## config.mk

```make
export PLATFORM = sky130hd
export DESIGN_NAME = dec_buffered_2x4
export DESIGN_NICKNAME = d
export VERILOG_FILES = /design/src/rtl/dec_buffered_2x4.sv
export SDC_FILE = /design/constraint.sdc
export NUM_CORES = 1
export LEC_CHECK = 0
export CAP_MARGIN = 40
export CELL_PAD_IN_SITES_DETAIL_PLACEMENT = 1
export CELL_PAD_IN_SITES_GLOBAL_PLACEMENT = 1
export CORE_ASPECT_RATIO = 0.6
export CORE_UTILIZATION = 40
export CTS_BUF_LIST = sky130_fd_sc_hd__clkbuf_4
export DETAILED_ROUTE_END_ITERATION = 16
export DONT_BUFFER_PORTS = 1
export HOLD_SLACK_MARGIN = 0.1
export PLACE_DENSITY = 0.75
export SYNTH_ARGS = -nofsm -noshare
export SYNTH_HDL_FRONTEND = slang
export SYNTH_SLANG_ARGS = --single-unit
```

## constraint.sdc

```tcl
create_clock -name clk -period 3.3 [get_ports clk]
set_clock_uncertainty 0.05 [all_clocks]
set_input_delay 0.495 -clock clk [delete_from_list [all_inputs] [get_ports clk]]
set_output_delay 0.495 -clock clk [all_outputs]
set_load 0.1 [all_outputs]
```

## src/rtl/dec_buffered_2x4.sv

```systemverilog
// Buffered 2-to-4 decoder. Accepts 2-bit codes through a valid/ready
// handshake and queues them in a small FIFO. Each queued code is then replayed
// as a one-hot word that is held for HOLD cycles, with no gap between
// back-to-back codes.
module dec_buffered_2x4 #(
  parameter int DEPTH = 4,
  parameter int HOLD  = 3
) (
  input  logic                   clk,
  input  logic                   rst_n,
  input  logic                   in_valid,
  output logic                   in_ready,
  input  logic [1:0]             in_code,
  output logic [3:0]             out_onehot,
  output logic                   out_valid,
  output logic [$clog2(DEPTH):0] fifo_count
);

  localparam int PW = $clog2(DEPTH);
  localparam int CW = PW + 1;
  localparam logic [CW-1:0] FULL        = CW'(DEPTH);
  localparam logic [7:0]    HOLD_RELOAD = 8'(HOLD - 1);

  typedef enum logic {S_IDLE, S_HOLD} state_t;

  state_t        state;
  logic [1:0]    mem [DEPTH];
  logic [PW-1:0] rd_ptr;
  logic [PW-1:0] wr_ptr;
  logic [7:0]    hold_cnt;
  logic          push;
  logic          pop;

  function automatic logic [3:0] decode(input logic [1:0] code);
    case (code)
      2'b00:   decode = 4'b0001;
      2'b01:   decode = 4'b0010;
      2'b10:   decode = 4'b0100;
      default: decode = 4'b1000;
    endcase
  endfunction

  // Ready comes from the registered count only, so a full FIFO refuses a
  // beat even on the edge where the head is popped.
  assign in_ready = rst_n && (fifo_count < FULL);
  assign push     = in_valid && in_ready;
  // The head is consumed when idle, or when the current word's hold expires.
  assign pop      = (fifo_count != '0) && ((state == S_IDLE) || (hold_cnt == 8'd0));

  // FIFO storage: data only, never reset.
  always_ff @(posedge clk) begin
    if (push) begin
      mem[wr_ptr] <= in_code;
    end
  end

  // FIFO pointers and occupancy; pointers wrap naturally since DEPTH is a power of two.
  always_ff @(posedge clk) begin
    if (!rst_n) begin
      rd_ptr     <= '0;
      wr_ptr     <= '0;
      fifo_count <= '0;
    end else begin
      if (push) wr_ptr <= wr_ptr + PW'(1);
      if (pop)  rd_ptr <= rd_ptr + PW'(1);
      case ({push, pop})
        2'b10:   fifo_count <= fifo_count + CW'(1);
        2'b01:   fifo_count <= fifo_count - CW'(1);
        default: fifo_count <= fifo_count;
      endcase
    end
  end

  // Output FSM: load a decoded word, hold it, chain straight into the next one.
  always_ff @(posedge clk) begin
    if (!rst_n) begin
      state      <= S_IDLE;
      hold_cnt   <= '0;
      out_onehot <= '0;
      out_valid  <= 1'b0;
    end else begin
      case (state)
        S_IDLE: begin
          if (pop) begin
            out_onehot <= decode(mem[rd_ptr]);
            out_valid  <= 1'b1;
            hold_cnt   <= HOLD_RELOAD;
            state      <= S_HOLD;
          end else begin
            out_onehot <= '0;
            out_valid  <= 1'b0;
          end
        end
        S_HOLD: begin
          if (hold_cnt != 8'd0) begin
            hold_cnt <= hold_cnt - 8'd1;
          end else if (pop) begin
            out_onehot <= decode(mem[rd_ptr]);
            out_valid  <= 1'b1;
            hold_cnt   <= HOLD_RELOAD;
          end else begin
            out_onehot <= '0;
            out_valid  <= 1'b0;
            state      <= S_IDLE;
          end
        end
        default: state <= S_IDLE;
      endcase
    end
  end

endmodule

```

# --- After elaboration in Yosys (flattened, before gate mapping) ---
# Memories as Yosys holds them, arrays and structs flattened. A register that Yosys moved wholly into a read port is not among the register bits.
# Cells that the tools add are included.
classes:
  n_eq_ne: 5
  n_mux: 17
  n_reduce_logical: 9
  magnitude_cmp: 1
  add_sub_neg: 5
  bitwise_logic: 1
  shift: 0
  n_div: 0
  mul: 0
op_table:
  columns: ["operator", "count"]
  rows:
  - ["8-bit 2-to-1 mux", 2]
  - ["8-bit case mux with 2 select lines", 1]
  - ["4-bit case mux with 3 select lines", 1]
  - ["8-bit zero test", 1]
  - ["4-bit 2-to-1 mux", 2]
  - ["4-bit case mux with 2 select lines", 1]
  - ["8-bit nonzero test", 1]
  - ["8-bit by 1-bit subtractor with 8-bit output (second input constant)", 1]
  - ["3-bit case mux with 2 select lines", 1]
  - ["1-bit 2-to-1 mux", 5]
  - ["2-bit by 1-bit adder with 2-bit output (second input constant)", 2]
  - ["2-bit by 1-bit equality test with 1-bit output (second input constant)", 2]
  - ["2-bit equality test (second input constant)", 2]
  - ["2-bit 2-to-1 mux", 2]
  - ["1-bit case mux with 2 select lines", 2]
  - ["3-bit by 1-bit adder with 3-bit output (second input constant)", 1]
  - ["1-bit logical AND", 3]
  - ["3-bit less-than comparator (second input constant)", 1]
  - ["3-bit nonzero test", 1]
  - ["3-bit by 1-bit subtractor with 3-bit output (second input constant)", 1]
  - ["2-bit zero test", 1]
  - ["2-bit inequality test (second input constant)", 1]
  - ["2-bit nonzero test", 1]
  - ["1-bit logical OR", 1]
  - ["1-bit NOT", 1]
word_totals:
  ram_bits: 8
  rom_bits: 0
  memories: 1
  register_bits: 21
  latch_bits: 0
  wordCells: 46
memory_table:
  columns: ["memory", "depth", "width", "rd", "rd_ports_with_merged_regs", "write_ports", "line", "source"]
  rows:
  - ["mem", 4, 2, 1, 1, 1, "27", "logic [1:0] mem [DEPTH];"]

# --- Depth between registers and ports, before layout ---
logic_depth:
  word_depth: 6
  mapped_depth: 11
  depth_no_buf: 10

# --- Worst setup path before layout ---
# No wires, ideal clock.
synth_path:
  path_kind: "reg-to-reg"
  startpoint: "register fifo_count[2]"
  endpoint: "register fifo_count[2]"
  setup_time_ns: 0.072
  t_arrival_ns: 3.804
  synth_period_minus_slack_ns: 3.926
  setup_slack_ns: -0.626
  path_stages_with_launch: 9
  cell_sequence: "dfxtp_1 > nor2b_1 > and2_1 > inv_1 > ha_1 > fa_1 > xnor2_1 > or3_1 > a21oi_1"
synth_via:
  elab_chain_len: 5
  elab_cells_between_ends: 11
synth_rtl:
  columns: ["element", "line", "source"]
  rows:
  - ["start, declared", "16", "output logic [$clog2(DEPTH):0] fifo_count"]
  - ["start signal, assigned", "67", "2'b10: fifo_count <= fifo_count + CW'(1);"]
  - ["start signal, assigned", "68", "2'b01: fifo_count <= fifo_count - CW'(1);"]
  - ["start signal, assigned", "69", "default: fifo_count <= fifo_count;"]
  - ["3-bit less-than comparator (*)", "45", "assign in_ready = rst_n && (fifo_count < FULL);"]
  - ["1-bit logical AND (*)", "45", null]
  - ["via in_ready", "12", "output logic in_ready,"]
  - ["1-bit logical AND (*)", "46", "assign push = in_valid && in_ready;"]
  - ["2-bit by 1-bit equality test with 1-bit output / 2-bit equality test (equally long branches)", "66", "case ({push, pop})"]
  - ["3-bit case mux with 2 select lines / 2-bit nonzero test (equally long branches)", null, null]
# Mark *: on every way through the listed nets, which the timed path passes. The rest lies on a longest branch.
# A chain may end at the register's enable or synchronous reset.

# --- Worst setup path in the final report ---
layout_path:
  startpoint: "register hold_cnt[0]"
  endpoint: "register fifo_count[2]"
layout_via:
  elab_chain_len: 5
  elab_cells_between_ends: 7
layout_rtl:
  columns: ["element", "line", "source"]
  rows:
  - ["start, declared", "30", "logic [7:0] hold_cnt;"]
  - ["start signal, assigned", "96", "hold_cnt <= hold_cnt - 8'd1;"]
  - ["8-bit zero test (*)", "48", "assign pop = (fifo_count != '0) && ((state == S_IDLE) || (hold_cnt == 8'd0));"]
  - ["1-bit logical OR (*)", "48", null]
  - ["1-bit logical AND (*)", "48", null]
  - ["via pop", "32", "logic pop;"]
  - ["2-bit by 1-bit equality test with 1-bit output / 2-bit equality test (equally long branches)", "66", null]
  - ["3-bit case mux with 2 select lines / 2-bit nonzero test (equally long branches)", null, null]
# Marks and branches as above.

==> results.md <==
- Setup ws final: 0.6435 ns
- Hold Path Class: input port to flip-flop
- Die height: 47.56 um
- Tmin final: 2.656 ns
- Slew headroom: a little under three fifths
- Power Total: 1.610 mW
- Post-route setup TNS: 0 ns
- Via count: 1,072
- Fmax: 0.3764 GHz
- Crit path depth: 10
- Yosys warns: 0
- Start point of the worst min-delay path: in_code[0]
- Gr ovfl total: 0
- Seq/Total Area, Yosys: 50.63%
- DRT Pass-1 Iters: 4
- Non-Filler Instances: between 150 and 200
- Antenna-violating nets left: 0
- Nature of the critical path endpoint: flip-flop
- Commonest non-fill, non-tap cell in the layout: dfxtp_1
- Critical Path AT: between 2 and 3 ns
- Pwr Density: between 1000 and 1500 nW/um^2
- VDD IR max: approximately 0.37 mV
- Largest net degree at the start of global routing: 18
- Worst-Skew Late Latency: 0.33 ns
- Antenna cells: 0
- Area after DPL: between 1500 and 2000 um^2
- Maxcap violations: 0
- Fin area: between 1500 and 2000 um^2
- Ratio of final minimum period to clock period: 80.50%
- Crit path max fanout: 5
- Vias in the first global route: 1,077
- Commonest non-fill, non-tap cells in the layout: 23 x dfxtp_1, 10 x a21oi_1, 8 x edfxtp_1, 7 x nor2_1, 7 x nand3_1
- Crit path top cell by count: ha_1
- Layout area overhead: 14.92%
- DRC viols: 0
- TritonCTS clock tree: built
- Dpl hpwl: 2417 um
- Run status: complete, no violations
- H-tree depth: 2
- Post-CTS Resized: 0
- Clock tree buffer depth: 2
- Worst Tran Pin Value: 0.6440 ns
- Reg2reg setup slack: 0.64 ns
- Row count: 16
- FILL cells: 390
- P_leak: around 0.61 nW
- Die area: 3707 um^2
- Fin. Hold Viols: 0
- Final Max Tran Viols: 0
- Top Family by Delay on Critical Path: simple AND/OR/NAND/NOR gates
- GRT Util Overall: 19.62%
- Critical R2R Launch: hold_cnt[0]
- Final setup viols: 0
- Area of the mapped netlist: 1384 um^2
- Iteration-0 DRC Markers: 88
- Cts hold-fix bufs: 0
- #FFs+latches synth: 31
- WL per Instance: 17.19 um
- Async S/R FF share, synth: 0%
- Routed wire length: approximately 3300 um
- Vias per cell: 5.613
- Ports: 14
- Sink Count: 31
- Initial Utilization: 42.15%
- Root Buffer Master: clkbuf_4
- Buffer and inverter count on the worst path: 1
- Final nets: 157
- Critical path class: flip-flop to flip-flop
- First-pass GRT wire length: 5133 um
- Hold Crit Depth: 0
- CP startpoint kind: flip-flop
- Critical path, cell by cell: inv_1, ha_1, or4b_4, o21a_1, nor2_1, ha_1, fa_1, xnor2_1, or3_1, a21oi_1
- Clock transition at path regs: 0.10 ns
- Syn Inst Count: roughly 130
- Core ar.: 3283 um^2
- Crit path required time: 3.50 ns
- Worst Hold Path EP: mem[0][0]
- Placed insts: approximately 180
- Postcts setup bufs: 0
- Mapped Nets: 145
- Share of layout cells above drive strength 1: 16.44%
- Critical R2R Capture: fifo_count[2]
- Placer Congestion: 0.8632
- Post-synth EDFFs: 8
- RSZ-0062 raised after global routing: false
- I/O Buffers: 0
- Synth unique cells: 39
- Initial antenna violation count: 0
- Setup WS pre-CTS: about 0.71 ns
- Crit path largest cell delay: 0.50 ns
- Reg2reg path depth: 10
- Most used DFF post-synth: dfxtp_1
- Syn_area_per_cell: 10.40 um^2
- Die width: 77.94 um
- CTS Buf Count: 5
- Slowest CP cell: or4b_4
layout make-up:
cell class	instances	area [um^2]	share of cell area (%)
clock buffer	6	45.04	2.832
clock inverter	2	7.507	0.4721
inverter	7	26.28	1.652
multi-input combinational	89	634.4	39.89
sequential	31	700.7	44.06
tap	45	56.30	3.541
timing repair buffer	11	120.1	7.553
layer usage:
layer,GRT usage (%),vias to the layer above,wire length (um)
li1,-,514,-
met3,7.619,7,157
met2,33.81,28,1611
met5,0,-,0
met1,22.86,523,1466
met4,8.889,0,47
how the worst max path moves through the flow:
| stage | startpoint | to | slack, ns |
|---|---|---|---|
| global route | hold_cnt[0] | fifo_count[2] | 0.52 |
| CTS | hold_cnt[0] | fifo_count[2] | 0.65 |
| detailed placement | hold_cnt[0] | fifo_count[2] | 0.71 |
| global placement | hold_cnt[0] | fifo_count[2] | 0.86 |
| floorplan | fifo_count[2] | fifo_count[2] | 0.33 |
| finish | hold_cnt[0] | fifo_count[2] | 0.64 |
synth_stat cells, drive strengths merged (2+ instances only):
cell     n  area share (%)
o31ai    3             1.6
nor4     2            0.90
and3     4             1.8
dfxtp   23              33
nand2    6             1.6
mux4     2             3.3
nor2     7             1.9
nor3     5             1.8
or4      2             1.1
clkbuf   5             1.4
or3      4             1.8
xnor2    2             1.3
a21oi   10             3.6
nand3    7             2.5
inv      6             1.6
ha       6             5.4
o21a     3             1.6
edfxtp   8              17
o21ai    7             2.5
xor2     2             1.3
nand4    2            0.90
power by group:
group	total (mW)	switching [mW]	internal, mW
Clock	0.214	0.127	0.0871
Combinational	0.830	0.532	0.298
Sequential	0.566	0.0878	0.479
cell families (layout without fill, tap and decap cells):
| kind of cell | Yosys count | after routing | share of synthesized area, % |
|---|---|---|---|
| simple gates | 45 | 45 | 17.99 |
| buf+inv | 13 | 26 | 4.068 |
| xor+xnor | 4 | 4 | 2.532 |
| fa+ha+maj | 7 | 7 | 6.872 |
| compound gates | 29 | 29 | 13.11 |
| flops | 31 | 31 | 50.63 |
| mux | 4 | 4 | 4.792 |
metrics by stage:
step / utilization (%) / hold slack [ns]
after CTS: 48.44 / 0.1906
after global routing: 48.44 / 0.1745
final: 48.44 / 0.2001
after global placement: 44.55 / 0.4093
after detailed placement: 46.84 / 0.4438
after floorplan: - / 0.4017
sequential cells by signal, indices dropped and copies added (netlist names), named ones only:
name / count
fifo_count: 3
rd_ptr: 2
mem: 8
state: 1
out_onehot: 4
out_valid: 1
hold_cnt: 8
wr_ptr: 2
worst register-to-register path, cell delays in order, from the launching register on:
cell	delay, ns
dfxtp_1	0.34
inv_1	0.10
ha_1	0.27
or4b_4	0.50
o21a_1	0.21
nor2_1	0.13
ha_1	0.24
fa_1	0.21
xnor2_1	0.09
or3_1	0.31
a21oi_1	0.13
No activity file was read; power rests on OpenSTA's default activity.
